<file path="src/rtl/uart_rx_frame_ctrl_pkg.sv">
// Shared FSM state encoding and default widths for the UART RX frame controller.
package uart_rx_frame_ctrl_pkg;

  localparam int unsigned DEF_PAYLOAD_BITS = 8;

  typedef enum logic [1:0] {
    ST_DISABLED = 2'd0,
    ST_EMPTY    = 2'd1,
    ST_HOLD     = 2'd2
  } state_t;

endpackage

</file>
<file path="src/rtl/uart_rx_frame_fifo.sv">
// Synchronous first-word-fall-through FIFO holding {last,data} entries.
module uart_rx_frame_fifo
  import uart_rx_frame_ctrl_pkg::*;
#(
  parameter int unsigned WIDTH = DEF_PAYLOAD_BITS + 1,
  parameter int unsigned DEPTH = 4
) (
  input  logic                    clk,
  input  logic                    resetn,
  input  logic                    i_wr,
  input  logic [WIDTH-1:0]        i_wdata,
  input  logic                    i_rd,
  output logic [WIDTH-1:0]        o_rdata,
  output logic                    o_full,
  output logic                    o_empty,
  output logic [$clog2(DEPTH):0]  o_level
);

  localparam int unsigned AW = $clog2(DEPTH);

  logic [WIDTH-1:0] r_mem [DEPTH];
  logic [AW-1:0]    r_wptr;
  logic [AW-1:0]    r_rptr;
  logic [AW:0]      r_level;
  logic             w_do_wr;
  logic             w_do_rd;

  assign o_full  = (r_level == (AW+1)'(DEPTH));
  assign o_empty = (r_level == '0);
  assign o_level = r_level;
  assign o_rdata = r_mem[r_rptr];

  // A write while full is accepted only when the head leaves in the same cycle.
  assign w_do_rd = i_rd && !o_empty;
  assign w_do_wr = i_wr && (!o_full || w_do_rd);

  always_ff @(posedge clk or negedge resetn) begin
    if (!resetn) begin
      r_wptr  <= '0;
      r_rptr  <= '0;
      r_level <= '0;
    end else begin
      if (w_do_wr) r_wptr <= r_wptr + 1'b1;
      if (w_do_rd) r_rptr <= r_rptr + 1'b1;
      case ({w_do_wr, w_do_rd})
        2'b10:   r_level <= r_level + 1'b1;
        2'b01:   r_level <= r_level - 1'b1;
        default: ;
      endcase
    end
  end

  always_ff @(posedge clk) begin
    if (w_do_wr) r_mem[r_wptr] <= i_wdata;
  end

endmodule

</file>
<file path="src/rtl/uart_rx_frame_ctrl.sv">
// UART RX frame controller: holds the newest byte until its frame position is known,
// then pushes {last,data} into an FWFT FIFO. Optional counters: UART_RX_FRAME_CTRL_STATS_EN.
module uart_rx_frame_ctrl
  import uart_rx_frame_ctrl_pkg::*;
#(
  parameter int unsigned PAYLOAD_BITS = DEF_PAYLOAD_BITS,
  parameter int unsigned FIFO_DEPTH   = 4,
  parameter int unsigned TIMER_W      = 16
) (
  input  logic                          clk,
  input  logic                          resetn,
  input  logic                          cfg_en,
  input  logic [TIMER_W-1:0]            cfg_timeout,
  input  logic                          clr_status,
  output logic                          rx_en,
  input  logic                          rx_valid,
  input  logic                          rx_break,
  input  logic [PAYLOAD_BITS-1:0]       rx_data,
  output logic                          m_valid,
  input  logic                          m_ready,
  output logic [PAYLOAD_BITS-1:0]       m_data,
  output logic                          m_last,
  output logic                          overflow,
  output logic                          break_seen,
  output logic [$clog2(FIFO_DEPTH):0]   fifo_level
`ifdef UART_RX_FRAME_CTRL_STATS_EN
  ,
  output logic [15:0]                   stat_bytes,
  output logic [15:0]                   stat_frames
`endif
);

  state_t                  r_state;
  state_t                  w_state_nxt;
  logic [PAYLOAD_BITS-1:0] r_hold;
  logic [TIMER_W-1:0]      r_idle;
  logic                    r_rx_en;
  logic                    r_overflow;
  logic                    r_break_seen;
  logic                    w_load;
  logic                    w_push;
  logic                    w_push_last;
  logic                    w_set_break;
  logic                    w_timeout_hit;
  logic                    w_pop;
  logic                    w_full;
  logic                    w_empty;
  logic                    w_drop;
  logic [PAYLOAD_BITS:0]   w_rdata;

  assign w_timeout_hit = (cfg_timeout != '0) && (r_idle == cfg_timeout - 1'b1);

  always_comb begin
    w_state_nxt = r_state;
    w_load      = 1'b0;
    w_push      = 1'b0;
    w_push_last = 1'b0;
    w_set_break = 1'b0;
    case (r_state)
      ST_DISABLED: if (cfg_en) w_state_nxt = ST_EMPTY;
      ST_EMPTY: begin
        w_set_break = rx_valid && rx_break;
        if (rx_valid && !rx_break) begin
          w_load      = 1'b1;
          w_state_nxt = ST_HOLD;
        end else if (!cfg_en) begin
          w_state_nxt = ST_DISABLED;
        end
      end
      ST_HOLD: begin
        if (rx_valid && rx_break) begin
          w_push      = 1'b1;
          w_push_last = 1'b1;
          w_set_break = 1'b1;
          w_state_nxt = ST_EMPTY;
        end else if (rx_valid) begin
          w_push = 1'b1;
          w_load = 1'b1;
        end else if (!cfg_en) begin
          w_push      = 1'b1;
          w_push_last = 1'b1;
          w_state_nxt = ST_DISABLED;
        end else if (w_timeout_hit) begin
          w_push      = 1'b1;
          w_push_last = 1'b1;
          w_state_nxt = ST_EMPTY;
        end
      end
      default: w_state_nxt = ST_DISABLED;
    endcase
  end

  assign w_pop  = !w_empty && m_ready;
  assign w_drop = w_push && w_full && !w_pop;

  always_ff @(posedge clk or negedge resetn) begin
    if (!resetn) begin
      r_state      <= ST_DISABLED;
      r_hold       <= '0;
      r_idle       <= '0;
      r_rx_en      <= 1'b0;
      r_overflow   <= 1'b0;
      r_break_seen <= 1'b0;
    end else begin
      r_state <= w_state_nxt;
      r_rx_en <= cfg_en;
      if (w_load) r_hold <= rx_data;
      if (w_load)                                   r_idle <= '0;
      else if (r_state == ST_HOLD && r_idle != '1)  r_idle <= r_idle + 1'b1;
      if (w_drop)          r_overflow <= 1'b1;
      else if (clr_status) r_overflow <= 1'b0;
      if (w_set_break)     r_break_seen <= 1'b1;
      else if (clr_status) r_break_seen <= 1'b0;
    end
  end

  uart_rx_frame_fifo #(
    .WIDTH (PAYLOAD_BITS + 1),
    .DEPTH (FIFO_DEPTH)
  ) u_fifo (
    .clk     (clk),
    .resetn  (resetn),
    .i_wr    (w_push),
    .i_wdata ({w_push_last, r_hold}),
    .i_rd    (m_ready),
    .o_rdata (w_rdata),
    .o_full  (w_full),
    .o_empty (w_empty),
    .o_level (fifo_level)
  );

  // Stale RAM contents are masked so the stream outputs read 0 while empty.
  assign m_valid    = !w_empty;
  assign m_last     = !w_empty && w_rdata[PAYLOAD_BITS];
  assign m_data     = w_empty ? '0 : w_rdata[PAYLOAD_BITS-1:0];
  assign rx_en      = r_rx_en;
  assign overflow   = r_overflow;
  assign break_seen = r_break_seen;

`ifdef UART_RX_FRAME_CTRL_STATS_EN
  logic [15:0] r_stat_bytes;
  logic [15:0] r_stat_frames;
  logic        w_push_ok;

  assign w_push_ok = w_push && (!w_full || w_pop);

  always_ff @(posedge clk or negedge resetn) begin
    if (!resetn) begin
      r_stat_bytes  <= '0;
      r_stat_frames <= '0;
    end else if (clr_status) begin
      r_stat_bytes  <= '0;
      r_stat_frames <= '0;
    end else if (w_push_ok) begin
      r_stat_bytes <= r_stat_bytes + 1'b1;
      if (w_push_last) r_stat_frames <= r_stat_frames + 1'b1;
    end
  end

  assign stat_bytes  = r_stat_bytes;
  assign stat_frames = r_stat_frames;
`endif

endmodule

</file>
<file path="config.mk">
export PLATFORM = sky130hd
export DESIGN_NAME = uart_rx_frame_ctrl
export DESIGN_NICKNAME = d
export VERILOG_FILES = /design/src/rtl/uart_rx_frame_ctrl_pkg.sv /design/src/rtl/uart_rx_frame_fifo.sv /design/src/rtl/uart_rx_frame_ctrl.sv
export SDC_FILE = /design/constraint.sdc
export NUM_CORES = 1
export LEC_CHECK = 0
export ABC_AREA = 1
export BUFFER_PORTS_ARGS = -buffer_cell sky130_fd_sc_hd__buf_2
export CORE_MARGIN = 2
export CORE_UTILIZATION = 50
export DETAILED_ROUTE_END_ITERATION = 7
export PLACE_DENSITY = 0.75
export SLEW_MARGIN = 20
export SYNTH_ARGS = -nofsm -noshare
export SYNTH_HDL_FRONTEND = slang
export SYNTH_SLANG_ARGS = --single-unit
</file>
<file path="constraint.sdc">
create_clock -name clk -period 3.1 [get_ports clk]
set_input_delay 0.465 -clock clk [delete_from_list [all_inputs] [get_ports clk]]
set_output_delay 0.465 -clock clk [all_outputs]
set_load 0.03 [all_outputs]
</file>
# Yosys cells after proc, flatten, opt, wreduce, memory -nomap -nowiden
# Memories as Yosys holds them, arrays and structs flattened.
# Cells that the tools add are included.
# totals
regBits	36
latchBits	0
mem_bits_rw	36
mem_bits_ro	0
in_bits	31
memories	1
# op_classes
addsub	6
mul	0
div	0
magnitude_cmp	0
n_eq_ne	11
shifts	0
muxes	31
bitwise_logic	0
n_reduce_logical	22
# memory_table
name	words	word_bits	read_ports	rd_clocked_by_memory_dff	wr	line_no	source
u_fifo.r_mem	4	9	1	0	1	uart_rx_frame_fifo.sv:21	logic [WIDTH-1:0] r_mem [DEPTH];
# ops
cell	count
$mux 16	2
$mux 1	17
$add 16x1->16 const B	1
$eq 16x16->1	1
$ne 16x16->1 const B	1
$reduce_bool 16->1	1
$sub 16x1->16 const B	1
$mux 2	7
$logic_and 1x1->1	9
$mux 8	1
$reduce_bool 2->1	4
$ne 3x3->1 const B	2
$pmux 2 s3	1
$pmux 3 s2	1
$add 2x1->2 const B	2
$eq 2x1->1 const B	2
$eq 2x2->1 const B	2
$logic_not 1->1	4
$ne 4x4->1 const B	1
$pmux 1 s2	2
$reduce_and 4->1	1
$add 3x1->3 const B	1
$eq 3x3->1 const B	1
$logic_not 3->1	1
other kinds (4)	4

# Logic depth before layout (Yosys ltp)
# Gate-level depths: netlist (run 1).
# depth
word_depth	11
depth_mapped	21

# By module
# Synthesis (run 1) repeated with hierarchy kept, for this count alone.
# unflattened
cells_unflattened	495
area_unflattened_um2	4088.9
# modules_own_cells
module	n_inst	cells_each	area_per_inst_um2
uart_rx_frame_ctrl	1	336	2230.9
uart_rx_frame_fifo	1	159	1858.0

# Least setup slack after synthesis (run 1)
# OpenSTA, ideal clock, no wires.
# synth_path
path_type	input to register
startpoint	input port cfg_timeout[0]
endpoint	register u_fifo.r_level[2] (netlist: u_fifo.o_level[2])
t_arrival_ps	2546
required_ps	2969
slack_ps	423
path_stages	17
n_path_buf	0
cell_sequence	inv_1 ha_1 nand3_1 nor2_2 nand2_1 xor2_1 nand2_1 nor2_1 nand3_2 nand3_4 nand3_4 ha_1 inv_1 fa_1 a21oi_1 o21ai_0 xor2_1
# synth_via
elab_chain_len	11
elab_cells_between_ends	14
classes_between	1 x add/sub; 3 x eq/ne; 6 x mux; 4 x reduce/logical
# synth_rtl
item	line_no	source
start, declared	uart_rx_frame_ctrl.sv:13	input logic [TIMER_W-1:0] cfg_timeout,
$sub 16x1->16	uart_rx_frame_ctrl.sv:51	assign w_timeout_hit = (cfg_timeout != '0) && (r_idle == cfg_timeout - 1'b1);
$eq 16x16->1	uart_rx_frame_ctrl.sv:51	
$logic_and 1x1->1 (*)	uart_rx_frame_ctrl.sv:51	
$mux 1 (*)	uart_rx_frame_ctrl.sv:83	end else if (w_timeout_hit) begin
$mux 1 (*)	uart_rx_frame_ctrl.sv:79	end else if (!cfg_en) begin
$mux 1 (*)	uart_rx_frame_ctrl.sv:76	end else if (rx_valid) begin
$mux 1 (*)	uart_rx_frame_ctrl.sv:71	if (rx_valid && rx_break) begin
$mux 1 (*)	uart_rx_frame_ctrl.sv:59	case (r_state)
$logic_and 1x1->1 (*)	uart_rx_frame_fifo.sv:35	assign w_do_wr = i_wr && (!o_full || w_do_rd);
$eq 2x1->1 / $eq 2x2->1 (equally long branches)	uart_rx_frame_fifo.sv:45	case ({w_do_wr, w_do_rd})
$pmux 3 s2 / $reduce_bool 2->1 (equally long branches)	-	
end signal, assigned	uart_rx_frame_fifo.sv:46	2'b10: r_level <= r_level + 1'b1;
end signal, assigned	uart_rx_frame_fifo.sv:47	2'b01: r_level <= r_level - 1'b1;
end, declared	uart_rx_frame_fifo.sv:24	logic [AW:0] r_level;
# Every way passes the cells marked *; elsewhere a longest branch is shown, timed or not.
# A chain may end at the register's enable or synchronous reset.

# Final worst setup path (run 1)
# Ends and elaborated chain as after synthesis.

==> results of run 1 <==
==> cell families (layout without fill, tap and decap cells) <==
logic type	Yosys count	count (layout)	share of synthesized area [%]
AO/OA/AOI/OAI	64	64	8.81
adder cells (fa/ha/maj)	12	12	3.96
buffers and inverters	71	132	6.73
flip-flops	72	72	49.8
XOR/XNOR	17	17	4.09
AND/OR/NAND/NOR	243	243	26.6
==> cell usage after synthesis, types with 4 or more instances <==
cell      count  area, um2
xor2_1        9       78.8
dfrtp_1      36        901
nor2_1       85        319
a21oi_1      18       90.1
nand4_1       8       50.1
ha_1         11        138
inv_1        60        225
xnor2_1       7       61.3
nor3_1        4       20.0
edfxtp_1     36       1080
clkbuf_1      6       22.5
nor2_2        5       31.3
o21ai_0      34        170
nand2_1     107        402
nand3_1      20        100
==> area by class of cell <==
| cell class | instances | area [um2] |
|---|---|---|
| Clock buffer | 10 | 128 |
| Multi-Input combinational cell | 336 | 1730 |
| Sequential cell | 72 | 1980 |
| Tap cell | 102 | 128 |
| Clock inverter | 6 | 67.6 |
| Timing Repair Buffer | 52 | 275 |
| Inverter | 64 | 240 |
| Fill cell | 688 | 3180 |
==> layer usage <==
metal / up-vias / GRT usage [%] / part of all wire, %
li1: 1661 / - / -
met1: 1532 / 27.0 / 46
met2: 78 / 35.0 / 48
met3: 13 / 4.51 / 4.0
met4: 0 / 8.09 / 1.5
met5: - / 0 / 0
==> where the power goes <==
| part | switching, uW | leakage (uW) | internal (uW) |
|---|---|---|---|
| clock | 348 | 0.0000929 | 374 |
| combinational | 848 | 0.00121 | 407 |
| sequential | 190 | 0.000798 | 1220 |
| total | 1390 | 0.00210 | 2000 |
==> worst max path at each step <==
stage	from	endpoint	slack, ns
3_3_place_gp	cfg_timeout[0]	u_fifo.o_level[2]	0.13
3_5_place_dp	cfg_timeout[0]	u_fifo.o_level[2]	-0.01
4_1_cts	cfg_timeout[0]	u_fifo.o_level[2]	0.36
6_report	cfg_timeout[0]	u_fifo.o_level[2]	0.36
2_1_floorplan	cfg_timeout[0]	u_fifo.o_level[2]	0.42
5_1_grt	cfg_timeout[0]	u_fifo.o_level[2]	0.15
==> flip-flops by register name, indices dropped and copies added (netlist names), 2 cells and up <==
signal / cells
u_fifo.r_mem: 36
r_idle: 16
r_hold: 8
u_fifo.o_level: 3
r_state: 2
u_fifo.r_rptr: 2
u_fifo.r_wptr: 2
==> metrics by stage <==
step                area (um2)  instances  util, %  worst slack, ns
floorplan                 3980        479        -            0.423
global placement          4350        626     56.3            0.132
detailed placement        4350        626     56.3          -0.0108
CTS                       4550        642     58.8            0.361
global route              4550        642     58.8            0.146
finish                    4550        642     58.8            0.360
==> cell usage in the layout (no fill, tap or decap), types with 4 or more instances in the layout <==
master    instances
a21oi_1          18
buf_2            46
buf_4             6
clkbuf_8          9
dfrtp_1          36
edfxtp_1         36
ha_1             11
inv_1            60
nand2_1         107
nand3_1          20
nand4_1           8
nor2_1           85
nor2_2            5
nor3_1            4
o21ai_0          34
xnor2_1           7
xor2_1            9
==> summary.md, run 1 <==
| Metric | Value |
|---|---|
| Critical path class | input pin to flop |
| Worst slew pin tran | 0.829 ns |
| Power per standard cell area | 744 mW/mm2 |
| Synthesis-to-layout area growth | 14.3% |
| Status | finished clean |
| Fmax | 365 MHz |
| Clock latency on the worst-skew pair | 0.34 ns |
| Post-route DRC | 0 |
| Final worst-path cycle share | 88.4% |
| # port buffers | 46 |
| Flop2flop setup slack | 0.61 ns |
| Reg2reg start | r_idle[3] |
| Reg2reg end | u_fifo.o_level[2] |
| Gr usage total | 21.0% |
| 1st-pass router iterations | 4 |
| Ys Warns | 0 |
| TritonCTS clock tree | built |
| CTS max path bufs | 2 |
| Number of CTS-inserted buffers | 9 |
| Sequential fraction of the synthesis area | 49.8% |
| Hpwl dp | 6.09 mm |
| Pleak | 0.00210 uW |
| Htree depth | 3 |
| Number of global-route vias before repair | 3,163 |
| DR iter-0 viols | 201 |
| Worst setup EP type | flop |
| CP max FO | 7 |
| Via density | 5.12 |
| Final nets | 578 |
| Worst path cell trace | buf_2, inv_1, ha_1, nand3_1, nor2_2, nand4_1, o21ai_0, nor2_1, nand3_2, nand3_4, nand3_4, ha_1, inv_1, fa_1, a21oi_1, o21ai_0, xor2_1 |
| Core region area | 0.00773 mm2 |
| Hold_ws | 0.211 ns |
| Max_cap viols | 0 |
| GRT Residual Overflow | 0 |
| First-pass GRT wire length | 14.1 mm |
| Mapped cell area | 0.00398 mm2 |
| Synth Net Count | 522 |
| Routed Antenna Nets | 0 |
| Gpl congestion | 0.911 |
| Antenna Cells | 0 |
| Layout cell share with drive strength beyond 1 | 15.0% |
| EDFF count, synth | 36 |
| Worst hold-check path type | input pin to async pin |
| Setup Fix Bufs, Post-CTS | 0 |
| Die Footprint | 0.00868 mm2 |
| VDD IR max | 263 uV |
| IO Pins | 47 |
| CTS sink cnt | 72 |
| Synth Register Bits | 72 |
| Initial antenna violation count | 0 |
| RSZ-0062 raised after global routing | no |
| Pwr Total | 3380 uW |
| Main flop type after synthesis | edfxtp_1 |
| Fin. max-slew vios | 0 |
| Mapped Cells | 479 |
| Die width | 93.2 um |
| Die Ht | 93.2 um |
| Delay-heaviest family, CP | simple AND/OR/NAND/NOR gates |
| Pin count of the biggest net entering global routing | 37 |
| Post-CTS Hold Buffers | 0 |
| Avg Inst Size Synth | 8.30 um2 |
| Critical path's slowest cell | fa_1 |
| Clk pin slew, worst setup/hold paths | 0.08 ns |
| Root Buffer | clkbuf_8 |
| Critical path depth | 17 |
| Buf+Inv Stages, Crit Path | 3 |
| Final wirelength | 8.23 mm |
| DR WL/cell | 12.8 um |
| Relative slew slack | 44.8% |
| R2R cell count | 19 |
| Vias post-DR | 3,284 |
| Worst Path Required | 3.32 ns |
| Delay of the slowest critical-path stage | 0.38 ns |
| Post-synthesis cell type count | 38 |
| Startpoint Class | input pin |
| Synth async-reset ratio | 50.0% |
| Starting Density | 51.5% |
| Critical path arrival | 2.96 ns |
| Worst Skew | 0.0109 ns |
| Hold Fails Final Rpt | 0 |
| CTS resizes | 0 |
| Fin crit period | 2.74 ns |
| Site row count | 32 |
| Final setup TNS | 0 ns |
| # setup viols final | 0 |
(Power assumes the default switching activity.)
==> run 2, diff against run 1 <==
--- a/config.mk
+++ b/config.mk
@@ -9,6 +9,7 @@
 export BUFFER_PORTS_ARGS = -buffer_cell sky130_fd_sc_hd__buf_2
 export CORE_MARGIN = 2
 export CORE_UTILIZATION = 50
+export CTS_BUF_LIST = sky130_fd_sc_hd__clkbuf_4 sky130_fd_sc_hd__clkbuf_8
 export DETAILED_ROUTE_END_ITERATION = 7
 export PLACE_DENSITY = 0.75
 export SLEW_MARGIN = 20
==> run 2 against run 1 <==
  * Cell count unchanged
  * Largest power group unchanged
  * Clock power increased by 1%
  * Critical endpoint unchanged
  * Non-clock buffer count unchanged
  * Combinational power about the same
  * Final area about the same
  * Register-to-register slack about the same
  * Critical path depth unchanged
  * First-iteration DRC count increased by 3.0%
==> summary.md, run 2 (same netlist as run 1, synthesis figures left out) <==
| Metric | Value |
|---|---|
| Biggest regs | u_fifo.r_mem x36, r_idle x16, r_hold x8 |
| Met1 Resource Use GR | 27.0% (unchanged) |
| R2R cell count | 19 (unchanged) |
| Clock latency on the worst-skew pair | 0.34 ns (about the same) |
| Core region area | 0.00773 mm2 (unchanged) |
| VDD IR max | 278 uV (+5.4%) |
| Number of global-route vias before repair | 3,163 (unchanged) |
| Initial antenna violation count | 0 (unchanged) |
| # setup viols final | 0 (unchanged) |
| TritonCTS clock tree | built |
| Post-route DRC | 0 (unchanged) |
| Layout cell share with drive strength beyond 1 | 15.2% (+0.19 points) |
| Critical path class | input pin to flop |
| Met2 usage | 35.0% (unchanged) |
| Vias post-DR | 3,262 (-0.67%) |
| Gpl congestion | 0.911 (unchanged) |
| Synthesis-to-layout area growth | 14.4% (about the same) |
| Hpwl dp | 6.09 mm (unchanged) |
| IO Pins | 47 (unchanged) |
| CTS max path bufs | 2 (unchanged) |
| DR WL/cell | 12.8 um (about the same) |
| CP max FO | 7 (unchanged) |
| Final worst-path cycle share | 88.7% (+0.35 points) |
| Worst hold-check path type | input pin to async pin |
| Max reg flops | 36 (unchanged) |
| GRT Residual Overflow | 0 (unchanged) |
| Most flop-heavy register | u_fifo.r_mem |
| Startpoint Class | input pin |
| Fin crit period | 2.75 ns (+0.0109 ns) |
| Clk pin slew, worst setup/hold paths | 0.08 ns (about the same) |
| Starting Density | 51.5% (unchanged) |
| Worst setup EP type | flop |
| Die Footprint | 0.00868 mm2 (unchanged) |
| Gr usage total | 21.0% (unchanged) |
| Pin count of the biggest net entering global routing | 37 (unchanged) |
| Worst path cell trace | buf_2, inv_1, ha_1, nand3_1, nor2_2, nand4_1, o21ai_0, nor2_1, nand3_2, nand3_4, nand3_4, ha_1, inv_1, fa_1, a21oi_1, o21ai_0, xor2_1 |
| Worst slew pin tran | 0.828 ns (-0.000916 ns) |
| Antenna Cells | 0 (unchanged) |
| Placed insts | 626 (unchanged) |
| Most common cell after layout, fill and taps aside | nand2_1 |
| Final wirelength | 8.24 mm (about the same) |
| Critical path arrival | 2.97 ns (about the same) |
| Max_cap viols | 0 (unchanged) |
| Die Ht | 93.2 um (unchanged) |
| Critical path's slowest cell | fa_1 |
| RSZ-0062 raised after global routing | no |
| Via density | 5.08 (-0.67%) |
| Final Non-Filler Cells | 642 (unchanged) |
| Final nets | 578 (unchanged) |
| GRT met3 Usage | 4.51% (unchanged) |
| Fillers | 688 (unchanged) |
| Power per standard cell area | 745 mW/mm2 (+0.12%) |
| Setup Fix Bufs, Post-CTS | 0 (unchanged) |
| GR peak layer | met2 |
| Relative slew slack | 44.8% (+0.061 points) |
| 1st-pass router iterations | 4 (unchanged) |
| Pleak | 0.00210 uW (+0.16%) |
| Layout Utilization | 58.9% (about the same) |
| Post-CTS Hold Buffers | 0 (unchanged) |
| CTS resizes | 0 (unchanged) |
| Hold Fails Final Rpt | 0 (unchanged) |
| Htree depth | 3 (unchanged) |
| Fin. max-slew vios | 0 (unchanged) |
| Status | finished clean |
| Worst Path Required | 3.32 ns (about the same) |
| Root Buffer | clkbuf_8 |
| Delay of the slowest critical-path stage | 0.38 ns (about the same) |
| Worst Skew | 0.0106 ns (-0.000277 ns) |
| # port buffers | 46 (unchanged) |
| Die width | 93.2 um (unchanged) |
| CTS sink cnt | 72 (unchanged) |
| DR iter-0 viols | 207 (+3.0%) |
| Most frequent cells in the layout | 107 x nand2_1, 85 x nor2_1, 60 x inv_1, 46 x buf_2 |
| First-pass GRT wire length | 14.1 mm (unchanged) |
| Routed Antenna Nets | 0 (unchanged) |
| Number of CTS-inserted buffers | 9 (unchanged) |
| Fmax | 364 MHz (-0.39%) |
| Site row count | 32 (unchanged) |
==> run 2: changes by cell type in the layout (fill, tap and decap cells not counted) <==
| cell | before | now |
|---|---|---|
| clkbuf_1 | 1 | 0 |
| clkbuf_4 | 0 | 1 |
==> run 2: area by class of cell <==
type,count,area (um2),share of cell area [%]
clock buffers,10,131,2.89
flip-flops and latches,72,1980,43.6
repair buffers,52,275,6.05
multi-input cells,336,1730,37.9
clock inverters,6,67.6,1.48
inverters,64,240,5.28
well taps,102,128,2.80
==> run 2: worst paths after layout <==
| path | from | to | slack (ns) |
|---|---|---|---|
| setup / recovery | cfg_timeout[0] | u_fifo.o_level[2] | 0.35 |
| hold / removal | resetn | break_seen | 0.21 |
| setup reg to reg | r_idle[3] | u_fifo.o_level[2] | 0.61 |
| hold reg to reg | r_hold[6] | u_fifo.r_mem[3][6] | 0.52 |
| max in group asynchronous | resetn | r_idle[5] | 2.36 |
| min in group clk | rx_data[4] | r_hold[4] | 0.32 |
==> run 2: per-stage QoR <==
| step | instance area, um2 | setup slack [ns] | TNS (ns) | hold WS (ns) | power [uW] |
|---|---|---|---|---|---|
| 6_report | 4550 | 0.349 | 0 | 0.211 | 3390 |
| 5_1_grt | 4550 | 0.146 | 0 | 0.276 | 3630 |
| 4_1_cts | 4550 | 0.361 | 0 | 0.226 | 3420 |
| 3_5_place_dp | 4350 | -0.0108 | -0.0108 | 0.507 | 2680 |
| 3_3_place_gp | 4350 | 0.132 | 0 | 0.496 | 2630 |
| 2_1_floorplan | 3980 | 0.423 | 0 | 0.169 | 2300 |
==> run 2: per-layer routing <==
layer / wire length, um / vias to the layer above
met1: 3870 / 1526
met5: 0 / -
met2: 3980 / 68
met4: 102 / 0
li1: - / 1660
met3: 286 / 8
==> run 2: critical path: cells and delay by family <==
family          cells  cell delay, ns
fa+ha+maj           3            0.73
compound gates      3            0.47
simple gates        7            0.87
buf+inv             3            0.27
xor+xnor            1            0.15
==> run 2: power by group <==
group          internal [uW]  switching (uW)
Combinational            407             846
Clock                    383             348
Sequential              1220             189
Total                   2010            1380
==> run 3, diff against run 2 <==
--- a/config.mk
+++ b/config.mk
@@ -6,7 +6,7 @@
 export NUM_CORES = 1
 export LEC_CHECK = 0
 export ABC_AREA = 1
-export BUFFER_PORTS_ARGS = -buffer_cell sky130_fd_sc_hd__buf_2
+export BUFFER_PORTS_ARGS = -buffer_cell sky130_fd_sc_hd__clkbuf_2
 export CORE_MARGIN = 2
 export CORE_UTILIZATION = 50
 export CTS_BUF_LIST = sky130_fd_sc_hd__clkbuf_4 sky130_fd_sc_hd__clkbuf_8
==> run 3 against run 2 <==
  * First-iteration DRC count increased by 9.7%
  * Clock-buffer cell count unchanged
  * Flip-flop and latch count unchanged
  * Worst hold slack gained 0.039 ns
  * Sequential share of layout area rose by 0.16 points
  * Highest routed layer unchanged
  * Non-clock buffer count increased by 1
==> summary.md, run 3 (same netlist as run 1, synthesis figures left out) <==
| Metric | Value |
|---|---|
| Hold_ws | 0.250 ns (+0.0391 ns) |
| Most flop-heavy register | u_fifo.r_mem |
| Layout cell share with drive strength beyond 1 | 15.3% (+0.16 points) |
| Pleak | 0.00211 uW (+0.23%) |
| Fillers | 687 (-0.15%) |
| Hold Fails Final Rpt | 0 (unchanged) |
| Post-Place Cell Area | 0.00436 mm2 (+0.17%) |
| First-pass GRT wire length | 14.1 mm (unchanged) |
| Critical path's slowest cell | fa_1 |
| Placed insts | 627 (+0.16%) |
| Clk pin slew, worst setup/hold paths | 0.08 ns (about the same) |
| Vias post-DR | 3,226 (-1.1%) |
| Die width | 93.2 um (unchanged) |
| Comb power frac | 38.1% (+1.1 points) |
| # port buffers | 46 (unchanged) |
| CP max FO | 7 (unchanged) |
| Most frequent cells in the layout | 107 x nand2_1, 85 x nor2_1, 60 x inv_1, 46 x clkbuf_2 |
| Via density | 5.02 (-1.3%) |
| Worst path cell trace | clkbuf_2, inv_1, ha_1, nand3_1, nor2_2, nand4_1, o21ai_0, nor2_1, nand3_2, nand3_4, nand3_4, ha_1, inv_1, fa_1, a21oi_1, o21ai_0, xor2_1 |
| Setup Fix Bufs, Post-CTS | 0 (unchanged) |
| Initial antenna violation count | 0 (unchanged) |
| Biggest regs | u_fifo.r_mem x36, r_idle x16, r_hold x8 |
| Fmax | 364 MHz (about the same) |
| Internal | 1920 uW (-4.1%) |
| Core region area | 0.00773 mm2 (unchanged) |
| Final nets | 579 (+0.17%) |
| Worst slew pin tran | 0.924 ns (+0.0961 ns) |
| Worst hold-check path type | input pin to async pin |
| Clock latency on the worst-skew pair | 0.34 ns (about the same) |
| Relative slew slack | 38.4% (-6.4 points) |
| Fin. max-slew vios | 0 (unchanged) |
| Worst setup EP type | flop |
| Flop2flop setup slack | 0.54 ns (-0.07 ns) |
| Post-route DRC | 0 (unchanged) |
| CTS sink cnt | 72 (unchanged) |
| Hpwl dp | 6.12 mm (+0.53%) |
| DR WL/cell | 12.8 um (-0.20%) |
| Sequential share of power | 42.2% (+0.8 points) |
| IO Pins | 47 (unchanged) |
| Register area | 0.00198 mm2 (unchanged) |
| Site row count | 32 (unchanged) |
| Post-route cell area | 0.00453 mm2 (-0.36%) |
| Final worst-path cycle share | 88.7% (about the same) |
| Worst Path Required | 3.32 ns (about the same) |
| DR iter-0 viols | 227 (+9.7%) |
| 1st-pass router iterations | 4 (unchanged) |
| Most common cell after layout, fill and taps aside | nand2_1 |
| Starting Density | 51.5% (unchanged) |
| Die Ht | 93.2 um (unchanged) |
| Fin crit period | 2.75 ns (-0.000795 ns) |
| Number of CTS-inserted buffers | 9 (unchanged) |
| VDD IR max | 394 uV (+42%) |
| Final setup TNS | 0 ns (unchanged) |
| # setup viols final | 0 (unchanged) |
| Gr usage total | 20.8% (-0.23 points) |
| GRT Residual Overflow | 0 (unchanged) |
| Status | finished clean |
| Power per standard cell area | 730 mW/mm2 (-2.0%) |
| Final wirelength | 8.24 mm (about the same) |
| Clock power share | 19.7% (-1.9 points) |
| Delay of the slowest critical-path stage | 0.39 ns (about the same) |
| Met3 wire length | 463 um (+62%) |
| Psw | 1390 uW (+0.18%) |
| Antenna Cells | 0 (unchanged) |
| Synthesis-to-layout area growth | 14.0% |
| Critical path arrival | 2.97 ns (about the same) |
| Root Buffer | clkbuf_8 |
| Pin count of the biggest net entering global routing | 37 (unchanged) |
| Gpl congestion | 0.902 (-1.0%) |
| Layout Utilization | 58.7% (-0.21 points) |
| Post-CTS Hold Buffers | 0 (unchanged) |
| WL met1 | 3.72 mm (-4.0%) |
| CTS max path bufs | 2 (unchanged) |
| Max reg flops | 36 (unchanged) |
| Met2 WL | 3.99 mm (+0.43%) |
| Max_cap viols | 0 (unchanged) |
| Worst Skew | 0.00644 ns (-0.00413 ns) |
| RSZ-0062 raised after global routing | no |
| CTS resizes | 0 (unchanged) |
| Uppermost layer routed | met4 |
| Startpoint Class | input pin |
| Sw Ratio | 41.9% (+1.1 points) |
| Die Footprint | 0.00868 mm2 (unchanged) |
| Final Non-Filler Cells | 643 (+0.16%) |
| TritonCTS clock tree | built |
| Multi-input logic area | 0.00173 mm2 (unchanged) |
| Htree depth | 3 (unchanged) |
| Routed Antenna Nets | 0 (unchanged) |
| Critical path class | input pin to flop |
| Number of global-route vias before repair | 3,229 (+2.1%) |
run 3: worst max-delay path, delay by kind of cell:
family / cells / cell delay (ns)
simple gates: 7 / 0.90
xor+xnor: 1 / 0.15
compound gates: 3 / 0.45
buf+inv: 3 / 0.26
fa+ha+maj: 3 / 0.75
run 3: through the flow:
stage          setup WS (ns)  total power [uW]
4_1_cts                0.380              3340
3_5_place_dp          0.0109              2690
6_report               0.350              3310
3_3_place_gp           0.143              2630
5_1_grt                0.126              3550
2_1_floorplan          0.423              2300
run 3: worst paths after layout:
| path | cells after the start | end | startpoint |
|---|---|---|---|
| min reg2reg | 0 | u_fifo.r_mem[0][6] | r_hold[6] |
| min | 1 | break_seen | resetn |
| min in group clk | 3 | r_hold[3] | rx_data[3] |
| max | 17 | u_fifo.o_level[2] | cfg_timeout[0] |
| max reg2reg | 16 | u_fifo.o_level[1] | r_idle[3] |
| max in group asynchronous | 1 | r_idle[3] | resetn |
run 3: area by class of cell:
cell class	instances	share of cell area (%)
multi-input combinational	336	38.1
sequential	72	43.7
clock buffer	10	2.90
clock inverter	6	0.966
timing repair buffer	53	6.24
tap	102	2.81
inverter	64	5.30
run 3: layer usage:
metal,track usage (%),vias up
met5,0,-
met4,5.02,0
met3,5.56,4
met2,35.6,77
met1,26.4,1484
li1,-,1661
run 3: power groups by stage:
| stage | sequential (uW) | clock [uW] | combinational (uW) |
|---|---|---|---|
| 3_3_place_gp | 1410 | 0 | 1220 |
| 5_1_grt | 1430 | 706 | 1410 |
| 4_1_cts | 1390 | 670 | 1270 |
| 3_5_place_dp | 1410 | 0 | 1270 |
| 2_1_floorplan | 1390 | 0 | 904 |
| 6_report | 1400 | 651 | 1260 |
